==> config.mk <==
export PLATFORM = sky130hd
export DESIGN_NAME = pa_pwr_seq
export DESIGN_NICKNAME = d
export VERILOG_FILES = /design/src/rtl/pa_pkg.sv /design/src/rtl/pa_dly_cnt.sv /design/src/rtl/pa_pwr_seq.sv
export SDC_FILE = /design/constraint.sdc
export NUM_CORES = 1
export LEC_CHECK = 0
export CAP_MARGIN = 10
export CORE_MARGIN = 2
export CORE_UTILIZATION = 42
export CTS_CLUSTER_DIAMETER = 80
export DETAILED_ROUTE_END_ITERATION = 12
export HOLD_SLACK_MARGIN = 0.12
export SLEW_MARGIN = 0
export SYNTH_ARGS = -nofsm -noshare
export SYNTH_HDL_FRONTEND = slang
export SYNTH_HIERARCHICAL = 1
export SYNTH_SLANG_ARGS = --single-unit
export TNS_END_PERCENT = 30
==> constraint.sdc <==
create_clock -name CLK -period 2.81 [get_ports CLK]
set_input_delay 0.843 -clock CLK [delete_from_list [all_inputs] [get_ports CLK]]
set_output_delay 0.843 -clock CLK [all_outputs]
set_load 0.01 [all_outputs]
==> src/rtl/pa_pkg.sv <==
// Shared types and default timing for the power-sequencing controller.
//   pwr_state_t : sequencer states
//   Def*        : default cycle counts used as parameter defaults by pa_pwr_seq
package pa_pkg;

    typedef enum logic [3:0] {
        StOff,
        StOffRet,
        StUpPs,
        StUpRst,
        StUpRet,
        StUpIso,
        StOn,
        StDnRet,
        StDnIso,
        StDnPs
    } pwr_state_t;

    localparam int unsigned DefTRet       = 4;
    localparam int unsigned DefTIso       = 4;
    localparam int unsigned DefTRst       = 8;
    localparam int unsigned DefAckTimeout = 64;
    localparam int unsigned DefCw         = 8;

endpackage

==> src/rtl/pa_dly_cnt.sv <==
// Loadable down-counter shared by every timed wait of the sequencer.
//   clk_i      : clock
//   rst_i      : synchronous active-high reset (count -> 0)
//   load_i     : load load_val_i on the next edge (wins over counting)
//   load_val_i : value to load
//   zero_o     : count has reached zero; the counter holds at zero
module pa_dly_cnt #(
    parameter int unsigned CW = 8
) (
    input  logic          clk_i,
    input  logic          rst_i,
    input  logic          load_i,
    input  logic [CW-1:0] load_val_i,
    output logic          zero_o
);

    logic [CW-1:0] cnt_d, cnt_q;

    always_comb begin
        cnt_d = cnt_q;
        if (load_i) begin
            cnt_d = load_val_i;
        end else if (cnt_q != '0) begin
            cnt_d = cnt_q - 1'b1;
        end
    end

    always_ff @(posedge clk_i) begin
        if (rst_i) begin
            cnt_q <= '0;
        end else begin
            cnt_q <= cnt_d;
        end
    end

    assign zero_o = (cnt_q == '0);

endmodule

==> src/rtl/pa_pwr_seq.sv <==
// Power-sequencing controller for one switchable domain (always-on side).
// Turns the level request PWR_REQ into an ordered, timed sequence of
// power-switch, isolation, retention and domain-reset controls.
//   CLK, RST  : clock and synchronous active-high reset
//   PWR_REQ   : 1 = domain on requested
//   RET_EN    : sampled when leaving ON; 1 = warm (retention) power-down
//   PS_ACK    : supply-good feedback from the power switch
//   PS_CTRL   : power switch enable
//   ISO       : isolation, active-low (0 = outputs clamped)
//   RET       : retention save/hold
//   DOM_RSTn  : domain reset, active-low
//   PWR_STAT  : 1 only in ON
//   BUSY      : 1 while a sequence is in progress
//   ERR       : sticky PS_ACK timeout flag, cleared only by RST
// All outputs are registered.
module pa_pwr_seq
    import pa_pkg::*;
#(
    parameter int unsigned T_RET       = DefTRet,
    parameter int unsigned T_ISO       = DefTIso,
    parameter int unsigned T_RST       = DefTRst,
    parameter int unsigned ACK_TIMEOUT = DefAckTimeout,
    parameter int unsigned CW          = DefCw
) (
    input  logic CLK,
    input  logic RST,
    input  logic PWR_REQ,
    input  logic RET_EN,
    input  logic PS_ACK,
    output logic PS_CTRL,
    output logic ISO,
    output logic RET,
    output logic DOM_RSTn,
    output logic PWR_STAT,
    output logic BUSY,
    output logic ERR
);

    // A wait of N cycles loads N-1: the state then lasts exactly N cycles.
    localparam logic [CW-1:0] LdRet = CW'(T_RET - 1);
    localparam logic [CW-1:0] LdIso = CW'(T_ISO - 1);
    localparam logic [CW-1:0] LdRst = CW'(T_RST - 1);
    localparam logic [CW-1:0] LdAck = CW'(ACK_TIMEOUT - 1);

    pwr_state_t state_d, state_q;
    logic ps_ctrl_d, ps_ctrl_q;
    logic iso_d, iso_q;
    logic ret_d, ret_q;
    logic dom_rst_n_d, dom_rst_n_q;
    logic pwr_stat_d, pwr_stat_q;
    logic busy_d, busy_q;
    logic err_d, err_q;
    logic warm_d, warm_q;

    logic          cnt_load;
    logic [CW-1:0] cnt_val;
    logic          cnt_zero;

    pa_dly_cnt #(
        .CW(CW)
    ) u_dly_cnt (
        .clk_i      (CLK),
        .rst_i      (RST),
        .load_i     (cnt_load),
        .load_val_i (cnt_val),
        .zero_o     (cnt_zero)
    );

    always_comb begin
        state_d     = state_q;
        ps_ctrl_d   = ps_ctrl_q;
        iso_d       = iso_q;
        ret_d       = ret_q;
        dom_rst_n_d = dom_rst_n_q;
        pwr_stat_d  = pwr_stat_q;
        busy_d      = busy_q;
        err_d       = err_q;
        warm_d      = warm_q;
        cnt_load    = 1'b0;
        cnt_val     = '0;

        unique case (state_q)
            StOff, StOffRet: begin
                if (PWR_REQ) begin
                    state_d   = StUpPs;
                    ps_ctrl_d = 1'b1;
                    busy_d    = 1'b1;
                    cnt_load  = 1'b1;
                    cnt_val   = LdAck;
                end
            end
            StUpPs: begin
                if (PS_ACK) begin
                    cnt_load = 1'b1;
                    if (warm_q) begin
                        state_d = StUpRet;
                        cnt_val = LdRet;
                    end else begin
                        state_d     = StUpRst;
                        dom_rst_n_d = 1'b0;
                        cnt_val     = LdRst;
                    end
                end else if (cnt_zero) begin
                    // Supply never came good: abandon to a cold OFF.
                    state_d     = StOff;
                    err_d       = 1'b1;
                    ps_ctrl_d   = 1'b0;
                    ret_d       = 1'b0;
                    dom_rst_n_d = 1'b0;
                    warm_d      = 1'b0;
                    busy_d      = 1'b0;
                end
            end
            StUpRst: begin
                if (cnt_zero) begin
                    state_d     = StUpIso;
                    dom_rst_n_d = 1'b1;
                    cnt_load    = 1'b1;
                    cnt_val     = LdIso;
                end
            end
            StUpRet: begin
                if (cnt_zero) begin
                    state_d  = StUpIso;
                    ret_d    = 1'b0;
                    cnt_load = 1'b1;
                    cnt_val  = LdIso;
                end
            end
            StUpIso: begin
                if (cnt_zero) begin
                    state_d    = StOn;
                    iso_d      = 1'b1;
                    pwr_stat_d = 1'b1;
                    busy_d     = 1'b0;
                end
            end
            StOn: begin
                if (!PWR_REQ) begin
                    warm_d     = RET_EN;
                    pwr_stat_d = 1'b0;
                    busy_d     = 1'b1;
                    cnt_load   = 1'b1;
                    if (RET_EN) begin
                        state_d = StDnRet;
                        ret_d   = 1'b1;
                        cnt_val = LdRet;
                    end else begin
                        state_d = StDnIso;
                        iso_d   = 1'b0;
                        cnt_val = LdIso;
                    end
                end
            end
            StDnRet: begin
                if (cnt_zero) begin
                    state_d  = StDnIso;
                    iso_d    = 1'b0;
                    cnt_load = 1'b1;
                    cnt_val  = LdIso;
                end
            end
            StDnIso: begin
                if (cnt_zero) begin
                    state_d   = StDnPs;
                    ps_ctrl_d = 1'b0;
                    cnt_load  = 1'b1;
                    cnt_val   = LdAck;
                end
            end
            StDnPs: begin
                // Leave on supply-gone or on timeout; a timeout only flags ERR.
                if (!PS_ACK || cnt_zero) begin
                    if (PS_ACK) begin
                        err_d = 1'b1;
                    end
                    busy_d = 1'b0;
                    if (warm_q) begin
                        state_d     = StOffRet;
                        ret_d       = 1'b1;
                        dom_rst_n_d = 1'b1;
                    end else begin
                        state_d     = StOff;
                        dom_rst_n_d = 1'b0;
                    end
                end
            end
            default: begin
                state_d = StOff;
            end
        endcase
    end

    always_ff @(posedge CLK) begin
        if (RST) begin
            state_q     <= StOff;
            ps_ctrl_q   <= 1'b0;
            iso_q       <= 1'b0;
            ret_q       <= 1'b0;
            dom_rst_n_q <= 1'b0;
            pwr_stat_q  <= 1'b0;
            busy_q      <= 1'b0;
            err_q       <= 1'b0;
            warm_q      <= 1'b0;
        end else begin
            state_q     <= state_d;
            ps_ctrl_q   <= ps_ctrl_d;
            iso_q       <= iso_d;
            ret_q       <= ret_d;
            dom_rst_n_q <= dom_rst_n_d;
            pwr_stat_q  <= pwr_stat_d;
            busy_q      <= busy_d;
            err_q       <= err_d;
            warm_q      <= warm_d;
        end
    end

    assign PS_CTRL  = ps_ctrl_q;
    assign ISO      = iso_q;
    assign RET      = ret_q;
    assign DOM_RSTn = dom_rst_n_q;
    assign PWR_STAT = pwr_stat_q;
    assign BUSY     = busy_q;
    assign ERR      = err_q;

endmodule
==> summary.md, run 1 <==
| Metric | Value |
|---|---|
| RSZ-0062 raised after global routing | `no` |
| WL per Instance | `about 16 um` |
| Cts repair resizes | `0` |
| Setup TNS | `0 ns` |
| Worst-Skew Late Latency | `between 0.3 and 0.4 ns` |
| Setup ws final | `0.251 ns` |
| Die area | `between 4000 and 5000 um2` |
| Slew HR | `between 40% and 50%` |
| EDFF count, synth | `0` |
| Hold Vio Cnt, Final | `0` |
| Pre-CTS WS | `roughly 0.14 ns` |
| Syn_area_per_cell | `7.94 um2` |
| R2R Setup Slk | `~0.25 ns` |
| Initial antenna violation count | `0` |
| RR Startpoint | `u_dly_cnt/cnt_q[3]` |
| HPWL after DPL | `about 2800 um` |
| Die height | `~65 um` |
| Fraction of layout cells with a size suffix above 1 | `roughly 13%` |
| Post-route core utilization | `between 50% and 60%` |
| Worst Path Max Fanout | `19` |
| Layout net count | `about 210` |
| Final Total Pwr | `approximately 0.0017 W` |
| Pwr/cell area | `between 1000 and 1500 nW/um2` |
| Worst endpoint data arrival time | `2.76 ns` |
| H-tree levels | `1` |
| Peak supply drop | `about 0.0004 V` |
| Final routed DRC violation total | `0` |
| Area Growth Syn to Fin | `13.3%` |
| Post-layout min period | `approximately 2.6 ns` |
| I/O Buffers | `11` |
| FF-to-FF End | `state_q[2]` |
| FILL cells | `between 300 and 400` |
| Starting Density | `around 45%` |
| Final Cycle Share | `91.1%` |
| Sequential share of the synthesized area | `about a quarter` |
| First-pass GRT wire length | `6630 um` |
| Remaining antenna violation count after routing | `0` |
| Vias in the first global route | `1384` |
| Max-Cap Viols | `0` |
| Setup Skew | `just over 0.004 ns` |
| GRT overflow | `0` |
| Number of cell rows | `21` |
| Max Fclk | `between 0.3 and 0.4 GHz` |
| Largest net degree at the start of global routing | `29` |
| FFs w/ async S/R, synth | `0%` |
| Critical path class | `flip-flop to flip-flop` |
| Adder-Cell Fraction of Synth Area | `less than 1%` |
| Wirelength, routed | `slightly below 4000 um` |
| CTS tree | `yes` |
| Share of synthesized area spent on multiplexers | `~3.2%` |
| Synth Area in Compound Gates | `between 20% and 30%` |
| Worst Hold Class | `flip-flop to flip-flop` |
| DR pass1 iterations | `4` |
| Post-CTS Setup Inserts | `0` |
| Outcome | `finished, final reports clean` |
| Clock transition at the registers of the reported paths | `0.13 ns` |
| Vias per inst | `5.98` |
| CTS root buf | `clkbuf_4` |
| WP data required | `3.01 ns` |
| Worst setup EP type | `flip-flop` |
| Number of buffers created by CTS | `3` |
| Warnings, synthesis | `6` |
| Synth Area in XOR/XNOR | `3.41%` |
| Netlist Area Pre-Place | `1540 um2` |
| Drt initial violations | `between 100 and 150` |
| Crit. Startpoint | `u_dly_cnt/cnt_q[3]` |
| Synthesis-stage register bit count | `20` |
| Core ar. | `around 3400 um2` |
| Leak | `about 0.62 nW` |
| Slew @ Worst Pin | `0.852 ns` |
| Hold Slack | `around 0.48 ns` |
| CTS hold repair buffers | `0` |
| Crit path to | `state_q[2]` |
| Die span in x | `64.6 um` |
| Routability cong. | `0.903` |
| Synth Flop Type | `dfxtp_1` |
| Setup Viol. Count Final | `0` |
| Simple-gate share of the synthesized area | `a little under a third` |
| Final slew viol count | `0` |
| Yosys cell types | `59` |
| Total track usage | `20.2%` |
| IO Pins | `12` |
| Syn Inst Count | `between 150 and 200` |
| Clock Sinks | `20` |
| Routed vias | `roughly 1500` |
| Main combinational cell family by area after synthesis | `simple AND/OR/NAND/NOR gates` |
| Clock Tree Buf Depth | `2` |
| R2r worst-path depth | `6` |
| Antenna diodes | `0` |
| Element type at the critical path start | `flip-flop` |
[worst max-delay path, stage by stage (launching register included)]
cell and delay (ns):
dfxtp_1 0.39, nor4_4 0.40, and4bb_1 0.68, mux2i_1 0.21, a22o_1 0.26, o311ai_0 0.36
o41ai_1 0.13
[Yosys cell counts (3+ instances only)]
| library cell | number | share of area, % |
|---|---|---|
| dfxtp_1 | 20 | 26 |
| nand2_1 | 19 | 4.6 |
| a21oi_1 | 13 | 4.2 |
| inv_1 | 10 | 2.4 |
| nor2_1 | 8 | 1.9 |
| nor2b_1 | 8 | 3.2 |
| nor3_1 | 8 | 2.6 |
| o21ai_0 | 7 | 2.3 |
| buf_2 | 6 | 1.9 |
| nand2b_1 | 6 | 2.4 |
| clkbuf_1 | 5 | 1.2 |
| mux2i_1 | 5 | 3.2 |
| a31oi_1 | 4 | 1.6 |
| o32ai_1 | 4 | 2.3 |
| or2_2 | 4 | 1.6 |
| xnor2_1 | 4 | 2.3 |
| a211oi_2 | 3 | 2.4 |
| nand3_1 | 3 | 0.97 |
| nor3b_1 | 3 | 1.5 |
| o21a_1 | 3 | 1.5 |
[final cells by class]
| cell class | count | area, um2 | area share, % |
|---|---|---|---|
| multi-input combinational | 151 | 1030 | 58.9 |
| sequential | 20 | 400 | 22.9 |
| timing repair buffer | 19 | 170 | 9.75 |
| tap | 46 | 57.6 | 3.30 |
| inverter | 10 | 37.5 | 2.15 |
| clock inverter | 1 | 30.0 | 1.72 |
| clock buffer | 3 | 22.5 | 1.29 |
[worst min-delay path by stage]
stage,cells past startpoint,to,startpoint
global route,2,BUSY,BUSY
CTS,2,BUSY,BUSY
detailed placement,2,ERR,ERR
global placement,2,ERR,ERR
floorplan,2,BUSY,BUSY
finish,2,DOM_RSTn,DOM_RSTn
[logic make-up after synthesis]
kind of cell / count (synthesis)
buf+inv: 24
other cells: 1
mux: 5
compound gates: 57
flops: 20
fa+ha+maj: 1
xor+xnor: 6
simple gates: 80
[power breakdown]
| part | switching, W | internal, W | total [W] |
|---|---|---|---|
| clock network | 0.000105 | 0.000144 | 0.000250 |
| logic | 0.000524 | 0.000469 | 0.000993 |
| registers | 0.000145 | 0.000362 | 0.000507 |
[stage by stage]
step,area [um2],instances
finish,1750,250
global route,1750,250
CTS,1750,250
detailed placement,1690,246
global placement,1690,246
floorplan,1540,195
[layout by cell type (no fill, tap or decap), types with 4 or more instances in the layout]
master / n
o21ai_0: 7
nor3_1: 8
nand2b_1: 6
dfxtp_1: 20
mux2i_1: 5
nand2_1: 19
inv_1: 10
a31oi_1: 4
buf_4: 8
clkdlybuf4s50_1: 11
o32ai_1: 4
nor2b_1: 8
a21oi_1: 13
nor2_1: 8
xnor2_1: 4
or2_2: 4
[registers in the layout, summed over array words and instances, names as in the netlist]
register         cells
PS_CTRL              1
ISO                  1
DOM_RSTn             1
PWR_STAT             1
state_q              4
RET                  1
ERR                  1
u_dly_cnt/cnt_q      8
BUSY                 1
warm_q               1
[routing by layer]
metal / GRT usage, % / share of wire [%] / vias up
met5: 0 / 0 / -
met3: 2.43 / 5.2 / 5
li1: - / - / 740
met4: 4.79 / 1.3 / 0
met2: 30.3 / 43 / 42
met1: 30.6 / 50 / 707
Note: power is estimated with default switching activity, not from simulation.
==> run 2: changes to the inputs <==
--- a/config.mk
+++ b/config.mk
@@ -9,3 +9,3 @@
 export CORE_MARGIN = 2
-export CORE_UTILIZATION = 42
+export CORE_UTILIZATION = 58
 export CTS_CLUSTER_DIAMETER = 80
@@ -13,2 +13,3 @@
 export HOLD_SLACK_MARGIN = 0.12
+export PLACE_DENSITY = 0.79
 export SLEW_MARGIN = 0
==> constraint.sdc (replaced) <==
create_clock -name CLK -period 2.59 [get_ports CLK]
set_input_delay 0.777 -clock CLK [delete_from_list [all_inputs] [get_ports CLK]]
set_output_delay 0.777 -clock CLK [all_outputs]
set_load 0.02 [all_outputs]
==> run 2 against run 1 <==
  * Total power grew 5.1%
  * Routed wire length fell by 5.8%
  * Critical path depth rose by 1
  * Clock power fell by 27%
  * Count of clock-buffer cells in the layout is 1 higher
  * Sequential share of layout area down 0.21 points
  * Sequential cell count is the same
  * First-iteration DRC count shrank 29%
  * Sequential power about the same
  * Cell count down 3.6%
  * Design area up 0.93%
  * Clock skew decreased by 0.0014 ns
==> summary.md, run 2 (same netlist as run 1, synthesis figures left out) <==
| Metric | Value |
|---|---|
| Outcome | `finished, final reports clean` |
| Clock Tree Buf Depth | `2 (unchanged)` |
| WL per Instance | `15.2 um (-2.3%)` |
| Max Fclk | `approximately 0.43 GHz` |
| Crit. Startpoint | `PWR_REQ` |
| Setup Viol. Count Final | `0 (unchanged)` |
| Element type at the critical path start | `input pin` |
| Final slew viol count | `0 (unchanged)` |
| RSZ-0062 raised after global routing | `no` |
| Worst Path Max Fanout | `7 (-12)` |
| Wirelength, routed | `3660 um (-5.8%)` |
| Layout net count | `218 (+3.3%)` |
| Largest net degree at the start of global routing | `16 (-45%)` |
| Die span in x | `55.5 um (-14%)` |
| Post-route core utilization | `70.5% (+19 points)` |
| Vias in the first global route | `1443 (+4.3%)` |
| CTS tree | `yes` |
| Pwr/cell area | `1040 nW/um2 (+4.1%)` |
| Clock Sinks | `20 (unchanged)` |
| Post-CTS Setup Inserts | `0 (unchanged)` |
| Starting Density | `61.6% (+17 points)` |
| Number of cell rows | `18 (-14%)` |
| Initial antenna violation count | `0 (unchanged)` |
| Crit-path slowest cell | `clkdlybuf4s50_1` |
| Final routed DRC violation total | `0 (unchanged)` |
| DR pass1 iterations | `4 (unchanged)` |
| GRT overflow | `0 (unchanged)` |
| CTS hold repair buffers | `0 (unchanged)` |
| Core ar. | `2500 um2 (-27%)` |
| Crit-path cells | `clkdlybuf4s50_1 > o21ai_0 > a31oi_1 > o22ai_1 > buf_4 > or2_2 > o32ai_1` |
| Final Cycle Share | `around nine tenths` |
| Fraction of layout cells with a size suffix above 1 | `15.6% (+2.9 points)` |
| Largest reg by FF count | `u_dly_cnt/cnt_q` |
| Worst-Skew Late Latency | `0.31 ns (about the same)` |
| Routed vias | `1542 (+3.2%)` |
| Routability cong. | `0.977 (+8.3%)` |
| Hold Vio Cnt, Final | `0 (unchanged)` |
| Peak supply drop | `0.000672 V (+70%)` |
| Number of buffers created by CTS | `3 (unchanged)` |
| Worst Hold Class | `flip-flop to flip-flop` |
| HPWL after DPL | `2780 um (-1.3%)` |
| Top Registers | `u_dly_cnt/cnt_q: 8 flops, state_q: 4 flops` |
| Cts repair resizes | `0 (unchanged)` |
| Max FFs per register | `8 (unchanged)` |
| Post-layout min period | `2.35 ns` |
| WP data required | `2.81 ns (-0.20 ns)` |
| Remaining antenna violation count after routing | `0 (unchanged)` |
| Leak | `0.652 nW (+4.5%)` |
| Setup ws final | `0.242 ns (-0.00907 ns)` |
| RR Startpoint | `u_dly_cnt/cnt_q[0]` |
| CTS root buf | `clkbuf_4` |
| Max-Cap Viols | `0 (unchanged)` |
| Total track usage | `24.7% (+4.5 points)` |
| Worst setup EP type | `flip-flop` |
| H-tree levels | `1 (unchanged)` |
| Die area | `3080 um2 (-26%)` |
| Pre-CTS WS | `-0.00674 ns (-0.146 ns)` |
| Clock transition at the registers of the reported paths | `0.11 ns (-0.02 ns)` |
| Critical path class | `input pin to flip-flop` |
| First-pass GRT wire length | `6190 um (-6.7%)` |
| Area Growth Syn to Fin | `14.4%` |
| Most common cell after layout, fill and taps aside | `dfxtp_1` |
| CP peak stage delay | `0.55 ns (-0.13 ns)` |
| Antenna diodes | `0 (unchanged)` |
| Drt initial violations | `77 (-29%)` |
| Hold Path Origin | `BUSY` |
| Vias per inst | `6.40 (+7.1%)` |
| IO Pins | `12 (unchanged)` |
| Die height | `55.5 um (-14%)` |
| Setup Skew | `0.00274 ns (-0.00141 ns)` |
| Most frequent cells in the layout | `dfxtp_1 (20), nand2_1 (19), buf_4 (15)` |
| I/O Buffers | `11 (unchanged)` |
| Worst endpoint data arrival time | `2.57 ns (-0.19 ns)` |
run 2: area by class of cell:
class | instances | area, um2
clock buffer | 4 | 36.3
fill | 208 | 738
inverter | 10 | 37.5
multi-input combinational | 151 | 1030
sequential | 20 | 400
tap | 30 | 37.5
timing repair buffer | 26 | 223
run 2: path summary, 6_finish.rpt:
check | to | slack (ns) | cells after the start
setup reg to reg | state_q[1] | 0.28 | 7
hold / removal | BUSY | 0.46 | 2
hold reg to reg | BUSY | 0.46 | 2
setup / recovery | u_dly_cnt/cnt_q[3] | 0.24 | 7
run 2: routing by layer:
layer / track usage [%] / vias up / share of wire [%]
met5: 0 / - / 0
met4: 10.5 / 0 / 1.6
met3: 2.58 / 8 / 5.4
met2: 43.9 / 51 / 50
met1: 29.9 / 720 / 43
li1: - / 763 / -
run 2: metrics by stage:
stage                     total power, W  cell area, um2  TNS, ns  cells  hold slack [ns]
after floorplan                  0.00139            1540        0    195            0.533
after global placement           0.00160            1730        0    237            0.450
after detailed placement         0.00164            1730  -0.0116    237            0.451
after CTS                        0.00183            1760        0    241            0.468
after global routing             0.00199            1760        0    241            0.482
final                            0.00184            1760        0    241            0.462
run 2: where the power goes:
part / total [W] / switching (W) / leakage (nW) / internal [W]
clock: 0.000182 / 0.0000964 / 0.0210 / 0.0000859
sequential: 0.000505 / 0.000112 / 0.164 / 0.000393
combinational: 0.00115 / 0.000611 / 0.467 / 0.000540
run 2: critical path, delay by kind of cell:
family,cells,cell delay [ns]
buffers and inverters,2,0.71
AO/OA/AOI/OAI,4,0.74
AND/OR/NAND/NOR,1,0.33
==> run 3: changes to the inputs <==
Settings changed: CORE_UTILIZATION 58 to 50, PLACE_DENSITY 0.79 to 0.7.
==> run 3 against run 2 <==
  * Cell count grew 0.83%
  * Routed wire length grew 1.8%
  * Sequential share of layout area barely moved
  * Via count decreased by 0.65%
  * Critical path depth unchanged
  * First-iteration DRC count down 7.8%
  * Core utilization shrank 12 points
  * Register-to-register slack about the same
  * Clock skew rose by 0.0027 ns
  * Count of clock-buffer cells in the layout is the same
  * Hold slack gained 0.012 ns
  * Largest cell class unchanged
==> summary.md, run 3 (same netlist as run 1, synthesis figures left out) <==
| Metric | Value |
|---|---|
| Final slew viol count | `0 (unchanged)` |
| Post-CTS Setup Inserts | `0 (unchanged)` |
| Routed vias | `1532 (-0.65%)` |
| Drt initial violations | `71 (-7.8%)` |
| Vias in the first global route | `1413 (-2.1%)` |
| H-tree levels | `1 (unchanged)` |
| GRT overflow | `0 (unchanged)` |
| Clock Tree Buf Depth | `2 (unchanged)` |
| Max Fclk | `0.418 GHz (-1.8%)` |
| Worst Path Max Fanout | `7 (unchanged)` |
| CTS root buf | `clkbuf_4` |
| Area Growth Syn to Fin | `14.1%` |
| Starting Density | `51.3% (-10 points)` |
| Worst endpoint data arrival time | `2.61 ns (+0.04 ns)` |
| Worst-Skew Late Latency | `0.31 ns (about the same)` |
| Final Total Pwr | `0.00184 W (-0.12%)` |
| CTS tree | `yes` |
| Vias per inst | `6.30 (-1.5%)` |
| Total track usage | `23.2% (-1.4 points)` |
| Worst setup EP type | `flip-flop` |
| First-pass GRT wire length | `6260 um (+1.1%)` |
| Clock Sinks | `20 (unchanged)` |
| Multi-input gate area | `1030 um2 (unchanged)` |
| Top Registers | `u_dly_cnt/cnt_q: 8 flops, state_q: 4 flops` |
| Slew @ Worst Pin | `0.578 ns` |
| Leak | `0.647 nW (-0.81%)` |
| HPWL after DPL | `2790 um (+0.49%)` |
| FILL cells | `287 (+38%)` |
| I/O Buffers | `11 (unchanged)` |
| Post-layout min period | `2.39 ns (+0.0429 ns)` |
| FF-to-FF End | `u_dly_cnt/cnt_q[2]` |
| Setup TNS | `0 ns (unchanged)` |
| Largest reg by FF count | `u_dly_cnt/cnt_q` |
| WP data required | `2.81 ns (about the same)` |
| Max FFs per register | `8 (unchanged)` |
| Max-Cap Viols | `0 (unchanged)` |
| Post-route core utilization | `58.5% (-12 points)` |
| RSZ-0062 raised after global routing | `no` |
| Largest net degree at the start of global routing | `21 (+5)` |
| Fraction of layout cells with a size suffix above 1 | `15.2% (-0.40 points)` |
| CP peak stage delay | `0.52 ns (-0.03 ns)` |
| Crit-path slowest cell | `clkdlybuf4s50_1` |
| Remaining antenna violation count after routing | `0 (unchanged)` |
| Die span in x | `59.5 um (+7.1%)` |
| Worst Hold Class | `flip-flop to flip-flop` |
| Setup Viol. Count Final | `0 (unchanged)` |
| Slew HR | `roughly 61%` |
| IO Pins | `12 (unchanged)` |
| Die height | `59.5 um (+7.1%)` |
| Layout net count | `217 (-0.46%)` |
| Routability cong. | `0.913 (-6.6%)` |
| R2R Setup Slk | `0.28 ns (about the same)` |
| Antenna diodes | `0 (unchanged)` |
| Setup Skew | `0.00546 ns (+0.00272 ns)` |
| Crit-path cells | `clkdlybuf4s50_1 > nor3b_1 > a31oi_1 > o22ai_1 > buf_4 > or2_2 > o32ai_1` |
| Critical path class | `input pin to flip-flop` |
| Number of cell rows | `20 (+2)` |
| Hold Vio Cnt, Final | `0 (unchanged)` |
| WL per Instance | `15.3 um (+0.94%)` |
| Core ar. | `3000 um2 (+20%)` |
| Die area | `3540 um2 (+15%)` |
| Hold path endpoint | `BUSY` |
| R2r worst-path depth | `8 (+1)` |
| Element type at the critical path start | `input pin` |
| Sequential Area | `400 um2 (unchanged)` |
| Initial antenna violation count | `0 (unchanged)` |
| Cts repair resizes | `0 (unchanged)` |
| RR Startpoint | `u_dly_cnt/cnt_q[3]` |
| Number of buffers created by CTS | `3 (unchanged)` |
| Hold Path Origin | `BUSY` |
| Wirelength, routed | `3730 um (+1.8%)` |
| Final routed DRC violation total | `0 (unchanged)` |
| Final Cycle Share | `92.3% (+1.7 points)` |
| Clock transition at the registers of the reported paths | `0.12 ns (about the same)` |
| Outcome | `finished, final reports clean` |
| DR pass1 iterations | `4 (unchanged)` |
| Most frequent cells in the layout | `dfxtp_1 (20), nand2_1 (19), buf_4 (14)` |
| Peak supply drop | `0.000462 V (-31%)` |
| Hold-critical path depth | `2 (unchanged)` |
| Most common cell after layout, fill and taps aside | `dfxtp_1` |
| CTS hold repair buffers | `0 (unchanged)` |
| Pwr/cell area | `1040 nW/um2 (about the same)` |
==> run 3: worst max-delay path, delay by kind of cell <==
family                 cells  cell delay [ns]
AOI/OAI and AO/OA          3             0.61
and+or+nand+nor            2             0.53
buffers and inverters      2             0.68
==> run 3: layer usage <==
| layer | GRT usage, % | up-vias | wire length [um] |
|---|---|---|---|
| met5 | 0 | - | 0 |
| met4 | 10.2 | 0 | 72 |
| met3 | 1.97 | 7 | 156 |
| met2 | 40.2 | 65 | 1850 |
| met1 | 29.3 | 703 | 1650 |
| li1 | - | 757 | - |
==> run 3: report_power, final <==
| group | internal, W | switching (W) |
|---|---|---|
| clock network | 0.0000860 | 0.000100 |
| registers | 0.000393 | 0.000118 |
| logic | 0.000536 | 0.000603 |
| total | 0.00102 | 0.000821 |
==> run 3: area by class of cell <==
type,instances,share of cell area (%)
Tap cell,33,2.35
Multi-Input combinational cell,151,58.4
Clock buffer,4,2.06
Sequential cell,20,22.8
Inverter,10,2.14
Timing Repair Buffer,25,12.2
==> run 3: worst max path at each step <==
stage                       start                  to  slack [ns]  depth (start not counted)
2_1_floorplan  u_dly_cnt/cnt_q[3]  u_dly_cnt/cnt_q[0]        0.38                         10
4_1_cts                   PWR_REQ  u_dly_cnt/cnt_q[4]        0.23                          7
6_report                  PWR_REQ  u_dly_cnt/cnt_q[4]        0.20                          7
5_1_grt        u_dly_cnt/cnt_q[3]  u_dly_cnt/cnt_q[2]        0.13                          8
3_5_place_dp              PWR_REQ  u_dly_cnt/cnt_q[4]       -0.09                          7
3_3_place_gp              PWR_REQ  u_dly_cnt/cnt_q[2]        0.03                          7
==> run 3: stage by stage <==
| stage | hold WS [ns] | cell area (um2) | setup WS [ns] | std cells |
|---|---|---|---|---|
| after detailed placement | 0.458 | 1720 | -0.0904 | 239 |
| after global placement | 0.453 | 1720 | 0.0257 | 239 |
| after CTS | 0.479 | 1760 | 0.233 | 243 |
| after global routing | 0.498 | 1760 | 0.126 | 243 |
| after floorplan | 0.533 | 1540 | 0.385 | 195 |
| final | 0.474 | 1760 | 0.199 | 243 |
==> RTL edit 1 (settings of run 2) <==
`DefCw`: 8 -> 12.
--- a/src/rtl/pa_pkg.sv
+++ b/src/rtl/pa_pkg.sv
@@ -22,3 +22,3 @@
     localparam int unsigned DefAckTimeout = 64;
-    localparam int unsigned DefCw         = 8;
+    localparam int unsigned DefCw         = 12;
 
Check against the original RTL: same outputs for any inputs over 10 cycles, from zero or initial values and one cycle with RST high; that may be too few to reach the edited logic, so the function may still have changed.
==> RTL edit 1 against run 2 <==
- final area increased by 16%
- area after synthesis increased by 16%
- synthesized cell count increased by 21%
- die area increased by 15%
- count of clock-buffer cells in the layout unchanged
- combinational power increased by 9.6%
- sequential cell count increased by 4
- setup slack improved by 0.021 ns
- fmax increased by 0.91%
- total power increased by 15%
- routed wire length increased by 15%
- largest cell class unchanged
==> RTL edit 1: results (changes against run 2) <==
Delay-heaviest family, CP - simple AND/OR/NAND/NOR gates
Mean Syn Cell Area - 7.668 um^2 (-3.4%)
Outcome - finished, final reports clean
Synth top area cells - dfxtp_1 27%, a21oi_1 5.0%, mux2i_1 4.5%
HPWL after detailed placement - 3.124 mm (+12%)
Dpl cell area - 1996 um^2 (+16%)
Final net count - 261 (+20%)
Pre-CTS setup slack - -0.03317 ns (-0.02643 ns)
# fillers - 263 (+26%)
Clock transition at the registers of the reported paths - 0.13 ns (+0.02 ns)
Drt wl/cell - 14.75 um (-2.9%)
Reg-to-reg critical path endpoint - state_q[0]
Max reg flops - 12 (+4)
Largest net degree at the start of global routing - 22 (+6)
Initial drt markers - 88 (+14%)
Yosys cell types - 57 (-3.4%)
Seq/Total Area, Yosys - 26.78% (+0.78 points)
R2r worst-path depth - 9 (+2)
Commonest cells in the netlist - 24 x dfxtp_1, 19 x inv_1, 18 x a21oi_1
Post-synthesis mux area share - 4.463% (+1.2 points)
Post-Synth Adder-Cell Area - 1.395% (+0.58 points)
Flop pwr share - 30.6% (+3.1 points)
Clock power share - 9.5% (-0.4 points)
Sw Share - 45.59% (+1.0 points)
GPL Wtd Cong - 0.8892 (-9.0%)
Max VDD drop - 657.1 uV (-2.2%)
Drt total wl - 4.219 mm (+15%)
Proportion of layout cells with a drive suffix above 1 - 12.65% (-3.0 points)
First-pass GRT wire length - 7.182 mm (+16%)
Final worst slack - 0.2632 ns (+0.02115 ns)
Vias in the first global route - 1,667 (+16%)
Xor and xnor area share after synthesis - 0.9763% (-2.4 points)
Leak - 0.7679 nW (+18%)
Compound-Gate Fraction of Synth Area - 27.82% (+0.85 points)
DRT Pass-1 Iters - 5 (+1)
Crit path launch type - flip-flop
==> RTL edit 1: layout make-up <==
type,instances,share of cell area (%)
multi-input combinational,182,58.93
clock buffer,4,1.780
tap,33,2.026
sequential,24,23.57
timing repair buffer,24,10.19
inverter,19,3.499
==> RTL edit 1: layer usage <==
metal / part of all wire (%) / global-route usage, % / wire length [um] / vias up
met2: 51 / 45.21 / 2160 / 47
met1: 44 / 31.21 / 1853 / 828
met4: 1.4 / 13.02 / 60 / 0
li1: - / - / - / 898
met3: 3.4 / 3.493 / 145 / 8
met5: 0 / 0 / 0 / -
==> RTL edit 1: cell families (layout without fill, tap and decap cells) <==
kind of cell / count (synthesis) / after routing
XOR/XNOR: 2 / 2
multiplexers: 8 / 8
AND/OR/NAND/NOR: 94 / 94
AO/OA/AOI/OAI: 70 / 70
flip-flops: 24 / 24
buffers and inverters: 33 / 47
adder cells (fa/ha/maj): 2 / 2
other: 1 / 6
==> RTL edit 2 (flow settings as in run 2) <==
Made on the original files. Put one more register stage on the output `ERR`, without a reset. The value now appears one clock later. The other outputs are not delayed to match.
--- a/src/rtl/pa_pwr_seq.sv
+++ b/src/rtl/pa_pwr_seq.sv
@@ -223,3 +223,5 @@
     assign BUSY     = busy_q;
-    assign ERR      = err_q;
+    always_ff @(posedge CLK) begin
+        ERR <= err_q;
+    end
 
Behaviour: no difference found for any inputs over 10 cycles, from zero or initial values and one cycle with RST high; that may be too few to reach the edited logic, so the function may still have changed.
==> RTL edit 2 against run 2 <==
- first-iteration DRC count increased by 7.8%
- final area decreased by 0.14%
- clock power decreased by 9.9%
- sequential power decreased by 3%
- routed wire length increased by 2.7%
- area after synthesis increased by 0.41%
- critical path depth increased by 1
- total power decreased by 11%
- utilization decreased by 0.10 points
- setup slack improved by 0.034 ns
- sequential cell count increased by 1
- critical endpoint is now state_q[0]
==> RTL edit 2: results (changes against run 2) <==
Xor and xnor area share after synthesis - 2.265% (-1.1 points)
Synth top area cells - dfxtp_1 27%, a21oi_1 4.9%, nand2b_1 4.4%
R2r worst-path depth - 8 (+1)
Delay-heaviest family, CP - simple AND/OR/NAND/NOR gates
Worst hold start - err_q
Yosys cell types - 61 (+3.4%)
Slowest-stage cell, CP - or4_1
First-pass GRT wire length - 6.444 mm (+4.1%)
Cell Count Post-Placement - 241 (+1.7%)
GPL Wtd Cong - 0.9484 (-3.0%)
Post-synthesis mux area share - 3.964% (+0.72 points)
DR vias/cell - 6.290 (-1.7%)
Sw Share - 44.16% (-0.40 points)
Largest stage delay, worst path - 0.48 ns (-0.07 ns)
Setup Skew - 0.004674 ns (+0.001936 ns)
Clk. pwr - 0.164 mW (-9.9%)
Hold path cells - 0 (-2)
Data buffer area share - 13.80% (+1.2 points)
# fillers - 218 (+4.8%)
Proportion of layout cells with a drive suffix above 1 - 13.49% (-2.2 points)
Outcome - finished, final reports clean
Seq/Total Area, Yosys - 27.18% (+1.2 points)
Drt wl/cell - 15.35 um (+1.0%)
DRT Pass-1 Iters - 7 (+3)
Post-Synth Adder-Cell Area - 0.8091% (-0.0033 points)
Commonest cells in the netlist - 21 x dfxtp_1, 17 x nand2_1, 16 x nor2_1
Hold EP - ERR
Combinational group share of total power - 59.8% (-2.8 points)
Reg area - 420.4 um^2 (+5.0%)
CP max FO - 22 (+15)
Met3 Wirelength - 289 um (+45%)
HPWL after detailed placement - 2.699 mm (-2.9%)
[RTL edit 2: changes by cell type after synthesis, sizes merged, moves of 3 or more]
cell	change
nand2b	+5
buf	+4
inv	-4
nor3	+3
nor2	+8
or2	-3
o21ai	+3
[RTL edit 2: through the flow]
stage | hold WS, ns | cell area (um^2) | worst slack, ns | util (%) | total power, mW
global route | 0.3960 | 1759 | 0.1332 | 70.37 | 1.756
floorplan | 0.3315 | 1550 | 0.1993 | - | 1.216
detailed placement | 0.3514 | 1732 | 0.0003275 | 69.27 | 1.454
global placement | 0.3458 | 1732 | 0.06573 | 69.27 | 1.416
CTS | 0.3729 | 1759 | 0.3129 | 70.37 | 1.622
finish | 0.3647 | 1759 | 0.2758 | 70.37 | 1.630
[RTL edit 2: logic make-up (layout without fill, tap and decap cells)]
family	after synthesis	count (layout)
muxes	6	6
adders and majority gates	1	1
buffers and inverters	24	37
and+or+nand+nor	86	86
DFF	21	21
other	1	2
AOI/OAI and AO/OA	58	58
xor gates and xnor gates	4	4
[RTL edit 2: per-layer routing]
| layer | track usage (%) | vias up |
|---|---|---|
| li1 | - | 759 |
| met1 | 36.71 | 715 |
| met2 | 39.46 | 63 |
| met3 | 3.256 | 4 |
| met4 | 8.711 | 0 |
| met5 | 0 | - |
[RTL edit 2: worst max-delay path by stage]
stage / slack (ns) / to / from / depth (start not counted)
final: 0.28 / state_q[0] / u_dly_cnt/cnt_q[3] / 8
after CTS: 0.31 / state_q[0] / u_dly_cnt/cnt_q[3] / 8
after detailed placement: 0.0003 / u_dly_cnt/cnt_q[3] / PWR_REQ / 8
after global routing: 0.13 / state_q[0] / u_dly_cnt/cnt_q[3] / 8
after global placement: 0.07 / u_dly_cnt/cnt_q[5] / PWR_REQ / 8
after floorplan: 0.20 / u_dly_cnt/cnt_q[0] / PWR_REQ / 9
